===== src/rtl/ram_arbiter.sv =====
// Round-robin arbiter sharing one single-port data RAM between the CPU memory stage (port 0)
// and a loader/DMA requester (port 1). One latched command per SERVE cycle, one-cycle ack.
module ram_arbiter #(
  parameter int unsigned ADDR_BITS = 12
) (
  input  logic                 clk,
  input  logic                 rst,
  input  logic                 req0,
  input  logic                 rw0,
  input  logic [3:0]           sel0,
  input  logic [ADDR_BITS-3:0] addr0,
  input  logic [31:0]          wdata0,
  input  logic                 req1,
  input  logic                 rw1,
  input  logic [3:0]           sel1,
  input  logic [ADDR_BITS-3:0] addr1,
  input  logic [31:0]          wdata1,
  output logic                 ack0,
  output logic [31:0]          rdata0,
  output logic                 ack1,
  output logic [31:0]          rdata1,
  output logic [1:0]           grant,
  output logic                 busy,
  output logic                 ram_rw,
  output logic [3:0]           ram_sel,
  output logic [ADDR_BITS-3:0] ram_addr,
  output logic [31:0]          ram_data_in,
  input  logic [31:0]          ram_data_out
);

  localparam int unsigned AW = ADDR_BITS - 2;

  typedef enum logic {StIdle, StServe} state_e;

  state_e          state_q, state_d;
  logic            owner_q, owner_d;
  logic            rw_q, rw_d;
  logic [3:0]      sel_q, sel_d;
  logic [AW-1:0]   addr_q, addr_d;
  logic [31:0]     wdata_q, wdata_d;
  logic            last_q, last_d;
  logic            ack0_q, ack0_d, ack1_q, ack1_d;
  logic [31:0]     rdata0_q, rdata0_d, rdata1_q, rdata1_d;

  logic elig0, elig1, load, load_port;

  always_comb begin
    // A port's ack cycle masks its (possibly stale) request.
    elig0     = req0 & ~ack0_q;
    elig1     = req1 & ~ack1_q;
    state_d   = state_q;
    owner_d   = owner_q;
    rw_d      = rw_q;
    sel_d     = sel_q;
    addr_d    = addr_q;
    wdata_d   = wdata_q;
    last_d    = last_q;
    ack0_d    = 1'b0;
    ack1_d    = 1'b0;
    rdata0_d  = rdata0_q;
    rdata1_d  = rdata1_q;
    load      = 1'b0;
    load_port = (elig0 && elig1) ? ~last_q : elig1;

    unique case (state_q)
      StIdle: begin
        if (elig0 || elig1) begin
          load    = 1'b1;
          state_d = StServe;
        end
      end
      StServe: begin
        last_d = owner_q;
        if (!owner_q) begin
          ack0_d = 1'b1;
          if (!rw_q) rdata0_d = ram_data_out;
        end else begin
          ack1_d = 1'b1;
          if (!rw_q) rdata1_d = ram_data_out;
        end
        load_port = ~owner_q;
        if (owner_q ? elig0 : elig1) begin
          load = 1'b1;
        end else begin
          state_d = StIdle;
        end
      end
      default: state_d = StIdle;
    endcase

    if (load) begin
      owner_d = load_port;
      rw_d    = load_port ? rw1 : rw0;
      sel_d   = load_port ? sel1 : sel0;
      addr_d  = load_port ? addr1 : addr0;
      wdata_d = load_port ? wdata1 : wdata0;
    end
  end

  always_ff @(posedge clk or posedge rst) begin
    if (rst) begin
      state_q  <= StIdle;
      owner_q  <= 1'b0;
      rw_q     <= 1'b0;
      sel_q    <= '0;
      addr_q   <= '0;
      wdata_q  <= '0;
      last_q   <= 1'b1;
      ack0_q   <= 1'b0;
      ack1_q   <= 1'b0;
      rdata0_q <= '0;
      rdata1_q <= '0;
    end else begin
      state_q  <= state_d;
      owner_q  <= owner_d;
      rw_q     <= rw_d;
      sel_q    <= sel_d;
      addr_q   <= addr_d;
      wdata_q  <= wdata_d;
      last_q   <= last_d;
      ack0_q   <= ack0_d;
      ack1_q   <= ack1_d;
      rdata0_q <= rdata0_d;
      rdata1_q <= rdata1_d;
    end
  end

  always_comb begin
    busy        = (state_q == StServe);
    grant       = busy ? (owner_q ? 2'b10 : 2'b01) : 2'b00;
    ram_rw      = busy & rw_q;
    ram_sel     = busy ? sel_q : 4'b0000;
    ram_addr    = busy ? addr_q : '0;
    ram_data_in = busy ? wdata_q : 32'h0;
    ack0        = ack0_q;
    ack1        = ack1_q;
    rdata0      = rdata0_q;
    rdata1      = rdata1_q;
  end

endmodule


===== config.mk =====
export PLATFORM = sky130hd
export DESIGN_NAME = ram_arbiter
export DESIGN_NICKNAME = d
export VERILOG_FILES = /design/src/rtl/ram_arbiter.sv
export SDC_FILE = /design/constraint.sdc
export NUM_CORES = 1
export LEC_CHECK = 0
export CAP_MARGIN = 20
export CORE_MARGIN = 2
export CORE_UTILIZATION = 45
export DETAILED_ROUTE_END_ITERATION = 8
export GPL_TIMING_DRIVEN = 0
export PLACE_DENSITY = 0.92
export SYNTH_ARGS = -nofsm -noshare
export SYNTH_HDL_FRONTEND = slang
export SYNTH_SLANG_ARGS = --single-unit

===== constraint.sdc =====
create_clock -name clk -period 11.31 [get_ports clk]
set_input_delay 2.262 -clock clk [delete_from_list [all_inputs] [get_ports clk]]
set_output_delay 2.262 -clock clk [all_outputs]
set_load 0.05 [all_outputs]

==> results by group <==
Yosys
  • Avg Cell Area, Syn: 14.6 um2
  • Sequential share of the synthesized area: 0.548
  • #FFs+latches synth: 116
  • Ys Warns: 0
  • Post-synth net total: between 400 and 500
  • Post-synth design cell area: 0.00530 mm2
  • Distinct cells, synth: 21
  • Synth Instances: 363

Routing
  • Iteration-0 DRC count of the detailed router: 100
  • DRT Pass-1 Iters: 4
  • WL/cell: 17.9 um
  • DRC viols: 0
  • Vias/cell: 4.95
  • Vias: 3,878
  • Post-DRT Antenna Nets: 0
  • Routed wire length: 14,000 um

Global routing
  • Pin count of the biggest net entering global routing: 62
  • Grt total ovfl: 0
  • Vias in the first global route: 4,414
  • First-pass GRT wire length: between 20,000 and 25,000 um
  • Antenna violations before repair: 0
  • GR Util All Layers: 0.228

Final layout
  • Area delta synth->final: 62.1%
  • Final #Nets: 758
  • ANT cells: 0
  • Non-Filler Instances: roughly 780
  • Fill count: 760
  • Post-route cell area: 0.00859 mm2
  • Fraction of layout cells with a size suffix above 1: 0.326

Clock tree
  • Worst-Skew Late Latency: 400 ps
  • H-tree levels: 4
  • TritonCTS clock tree: yes
  • Reg clk slew, reported paths: 50 ps
  • Clock Path Buffers: 2
  • Cts repair resizes: 0
  • CTS root buf: clkbuf_16
  • Setup repair bufs after CTS: 0
  • Post-CTS Hold Fix Bufs: 0
  • Clock sinks: 116
  • Total CTS buffers: 17

Critical path
  • R2R setup slack: between 9000 and 10,000 ps
  • Crit path capture type: primary output
  • Critical Path Start Type: register
  • WP data required: just over 9000 ps
  • Critical path type: reg2out
  • Crit-path max FO: 10
  • Arrival time at the worst endpoint: about 2600 ps

Die
  • Chip height: between 100 and 150 um
  • Cell Rows: 39
  • Top Ports: 246
  • Core box area: 0.0115 mm2
  • Die width: roughly 110 um
  • Initial Util: 0.462
  • Die area: 0.0127 mm2

Placed design
  • HPWL after DPL: 10,700 um
  • PortBufs: 245
  • Placed Cells: 752
  • DP Area: 0.00796 mm2
  • Dpl ws: about 7000 ps
  • GP Congestion: 0.756

Timing
  • Final period util: 0.427
  • Highest clock rate: 0.207 GHz
  • Worst Tran Pin Value: 770 ps
  • Pins Over Slew Limit: 0
  • Total Negative Setup Slacks: 0 ps
  • Setup WS post-layout: 6480 ps
  • Unrepaired setup endpoints after global routing: no
  • Setup-failing EPs final: 0
  • Setup Skew: 7.89 ps
  • Slew headroom: 0.487
  • Endpoints failing hold: 0
  • Fin crit period: 4830 ps

Flow run
  • Max-cap violations: 0

Run status
  • Status: completed

Min path
  • Min-delay worst type: reg2reg
==> worst max-delay path, cell delays in order (launching register included) <==
cell,delay (ps)
dfrtp_1,410
clkbuf_1,390
clkbuf_1,350
and2_1,190
clkdlybuf4s50_1,820
==> synthesized netlist by cell type <==
| cell type | instances | area share |
|---|---|---|
| inv_1 | 6 | 0.0043 |
| buf_4 | 4 | 0.0057 |
| a41oi_2 | 1 | 0.0031 |
| a32oi_1 | 1 | 0.0017 |
| dfrtp_1 | 115 | 0.54 |
| nand3b_1 | 1 | 0.0014 |
| buf_2 | 11 | 0.010 |
| dfstp_2 | 1 | 0.0050 |
| mux2_2 | 134 | 0.28 |
| clkbuf_1 | 7 | 0.0050 |
| mux2_1 | 5 | 0.011 |
| buf_6 | 3 | 0.0064 |
| mux2_4 | 19 | 0.054 |
| nor2b_1 | 1 | 0.0012 |
| or2_2 | 1 | 0.0012 |
| mux2i_1 | 1 | 0.0019 |
| o21ai_0 | 1 | 0.00094 |
| nand2_1 | 2 | 0.0014 |
| a21oi_1 | 1 | 0.00094 |
| and2_1 | 47 | 0.056 |
| and2b_2 | 1 | 0.0017 |
==> cells in the final DEF (no fill, tap or decap) <==
cell / count
nand3b_1: 1
nand2_1: 2
or2_2: 1
clkbuf_1: 7
clkdlybuf4s50_1: 245
clkinv_4: 4
a21oi_1: 1
mux2i_1: 1
inv_4: 1
nor2b_1: 1
inv_6: 2
mux2_1: 5
dfrtp_1: 115
buf_2: 11
buf_6: 3
dfstp_2: 1
and2b_2: 1
clkinv_2: 2
buf_4: 4
mux2_4: 19
a41oi_2: 1
o21ai_0: 1
bufinv_16: 4
and2_1: 47
mux2_2: 134
inv_1: 5
buf_16: 1
clkinvlp_4: 3
clkbuf_16: 17
a32oi_1: 1
==> layer usage <==
metal | GRT usage | share of wire | vias to the layer above
met3 | 0.0810 | 0.077 | 16
li1 | - | - | 1789
met5 | 0 | 0 | -
met1 | 0.241 | 0.36 | 1911
met4 | 0.0602 | 0.013 | 0
met2 | 0.428 | 0.55 | 162
==> layout make-up <==
class	count	area, um2	area share
Inverter	6	25.0	0.00291
Clock buffer	17	425	0.0495
Buffer	25	145	0.0169
Clock inverter	15	205	0.0239
Tap cell	143	179	0.0208
Timing Repair Buffer	246	2480	0.289
Sequential cell	116	2900	0.338
Multi-Input combinational cell	216	2230	0.259
==> cells by family (layout without fill, tap and decap cells) <==
family | after synthesis | count (layout) | share of synthesized area
compound gates | 4 | 4 | 0.00661
flops | 116 | 116 | 0.548
buf+inv | 31 | 309 | 0.0316
simple gates | 53 | 53 | 0.0624
mux | 159 | 159 | 0.351
==> sequential cells by signal, summed over array words and instances, names as in the netlist <==
register  count
ack0          1
ack1          1
addr_q       10
busy          1
last_q        1
owner_q       1
rdata0       32
rdata1       32
rw_q          1
sel_q         4
wdata_q      32
==> path summary, 6_finish.rpt <==
kind | from | endpoint | cells past startpoint
worst max-delay path | busy | ram_addr[4] | 4
worst min-delay path | last_q | last_q | 2
worst max register to register | busy | wdata_q[27] | 5
worst min register to register | last_q | last_q | 2
max in group asynchronous | rst | last_q | 3
min in group asynchronous | rst | rdata1[28] | 2
==> stage by stage <==
stage	util	hold slack, ps
4_1_cts	0.749	482
6_report	0.749	487
3_5_place_dp	0.694	472
3_3_place_gp	0.691	464
2_1_floorplan	-	448
5_1_grt	0.749	512
Power is left out: the tool's default activity adds up to more than one toggle a clock period on the data nets, which glitch-free logic cannot reach.
==> RTL change (same settings) <==
`rdata1_q` no longer has a reset.
--- a/src/rtl/ram_arbiter.sv
+++ b/src/rtl/ram_arbiter.sv
@@ -109,7 +109,6 @@
       ack0_q   <= 1'b0;
       ack1_q   <= 1'b0;
       rdata0_q <= '0;
-      rdata1_q <= '0;
     end else begin
       state_q  <= state_d;
       owner_q  <= owner_d;
@@ -121,8 +120,11 @@
       ack0_q   <= ack0_d;
       ack1_q   <= ack1_d;
       rdata0_q <= rdata0_d;
-      rdata1_q <= rdata1_d;
     end
+  end
+
+  always_ff @(posedge clk) begin
+    rdata1_q <= rdata1_d;
   end
 
   always_comb begin
Formal check against the unedited RTL: differs if rst is asserted again (counterexample within 4 cycles, from zero or initial values and one cycle with rst high); with rst held inactive, the same outputs for 4 cycles.
==> RTL change against the unedited design <==
  * Cell area decreased by 1.4%
  * Via count down 3.0%
  * Setup slack worse by 0.021 ns
  * Routed wire length increased by 9.7%
  * Non-clock buffer count is 5 lower
  * Sequential cell count is the same
  * First-iteration DRC count increased by 79%
  * Synthesized area down 2.8%
  * Critical endpoint is now ram_addr[3]
  * Highest routed layer unchanged
==> RTL change: results <==
group,metric,value,unit
synth,ys.flop_type,"dfrtp_1",
place,placed_cell_area,7819,um2
detailed_routing,wl_per_cell,20.55,um
synth,ys_types,25,
cts,cts_resized,0,
final_layout,fill_cells,684,
final_layout,nets,722,
synth,synth_nets,457,
synth,synth_commonest_cells,"mux2_2 (88), dfrtp_1 (83), and2_1 (47)",
grt,use_met3,8.529,%
sta,holdWs,0.4721,ns
worst_setup_path,critPathMaxFanout,10,
grt,grt_use_met2,46.05,%
run_status,status,"completed",
place,globalplace.congestion,0.8041,
grt,grt_antenna_before_repair,0,
grt,grt_usage,25.74,%
worst_setup_path,worstPathArrival,2.59,ns
synth,synth_edf_count,32,
synth,synthArstFlopShare,72.41,%
grt,grt_pass1_vias,4203,
sta,relSlewSlack,34.97,%
detailed_routing,drt_iter0_drc,179,
pwr,ir_drop,0.0002496,V
pwr,p_leak,3.448,nW
synth,yosysSeqAreaShare,59.50,%
cts,clk_latency,0.42,ns
place,dp_hpwl,10970,um
synth,synthTopCellsByArea,"dfrtp_1 (40%), mux2_2 (19%), edfxtp_1 (19%)",
grt,grt_start_max_net_pins,50,
grt,grtUsageMet1,28.25,%
final_layout,layout-drive-gt1-share,29.75,%
cts,clockBufferDepth,2,
worst_setup_path,rrSetupSlack,9.25,ns
sta,fin_skew,0.01297,ns
min_path,hp-class,"flop to flop",
detailed_routing,vias_per_cell,5.028,
grt,grt_pass1_wl,24070,um
==> RTL change: routing by layer <==
metal | up-vias | wire, um
met3 | 29 | 1105
li1 | 1677 | -
met5 | - | 0
met4 | 0 | 443
met1 | 1848 | 5735
met2 | 207 | 8090
==> RTL change: cell type report <==
type	instances	area (um2)	share of cell area (%)
inverter	4	18.77	0.2216
clock buffer	18	429.2	5.066
timing repair buffer	246	2480	29.28
buffer	20	121.4	1.433
clock inverter	14	222.7	2.629
sequential	116	3064	36.17
tap	143	178.9	2.112
multi-input combinational	187	1956	23.09
==> RTL change: power breakdown <==
group          internal (W)  switching [W]
clock network      0.000394       0.000204
logic              0.000710       0.000991
registers          0.000619       0.000101
total               0.00172        0.00130
==> RTL change: worst max-delay path: stages, from the launching register on <==
cell	delay, ns
dfrtp_1	0.47
clkbuf_1	0.39
clkbuf_1	0.33
and2_1	0.18
clkdlybuf4s50_1	0.82
==> RTL change: metrics by stage <==
step | cells | power [W] | utilization, % | setup WS, ns
detailed placement | 716 | 0.002418 | 69.36 | 6.819
global placement | 715 | 0.002362 | 69.03 | 5.545
global route | 748 | 0.003131 | 75.15 | 6.264
floorplan | 327 | 0.001877 | - | 6.885
finish | 748 | 0.003019 | 75.15 | 6.457
CTS | 748 | 0.003039 | 75.15 | 6.385
==> RTL change: path summary, 6_finish.rpt <==
kind / start / endpoint / cells after the start
setup / recovery: busy$_DFF_PP0_ / ram_addr[3] / 4
hold / removal: last_q$_DFFE_PP1P_ / last_q$_DFFE_PP1P_ / 2
setup reg to reg: busy$_DFF_PP0_ / wdata_q[0]$_DFFE_PP0P_ / 6
hold reg to reg: last_q$_DFFE_PP1P_ / last_q$_DFFE_PP1P_ / 2
max in group asynchronous: rst / last_q$_DFFE_PP1P_ / 3
min in group asynchronous: rst / rdata0[27]$_DFFE_PP0P_ / 2
==> RTL change: logic make-up after synthesis <==
family,Yosys count,synth area share [%]
multiplexers,126,30.32
AND/OR/NAND/NOR,57,6.852
flip-flops,116,59.50
AO/OA/AOI/OAI,4,0.6559
buffers and inverters,24,2.672
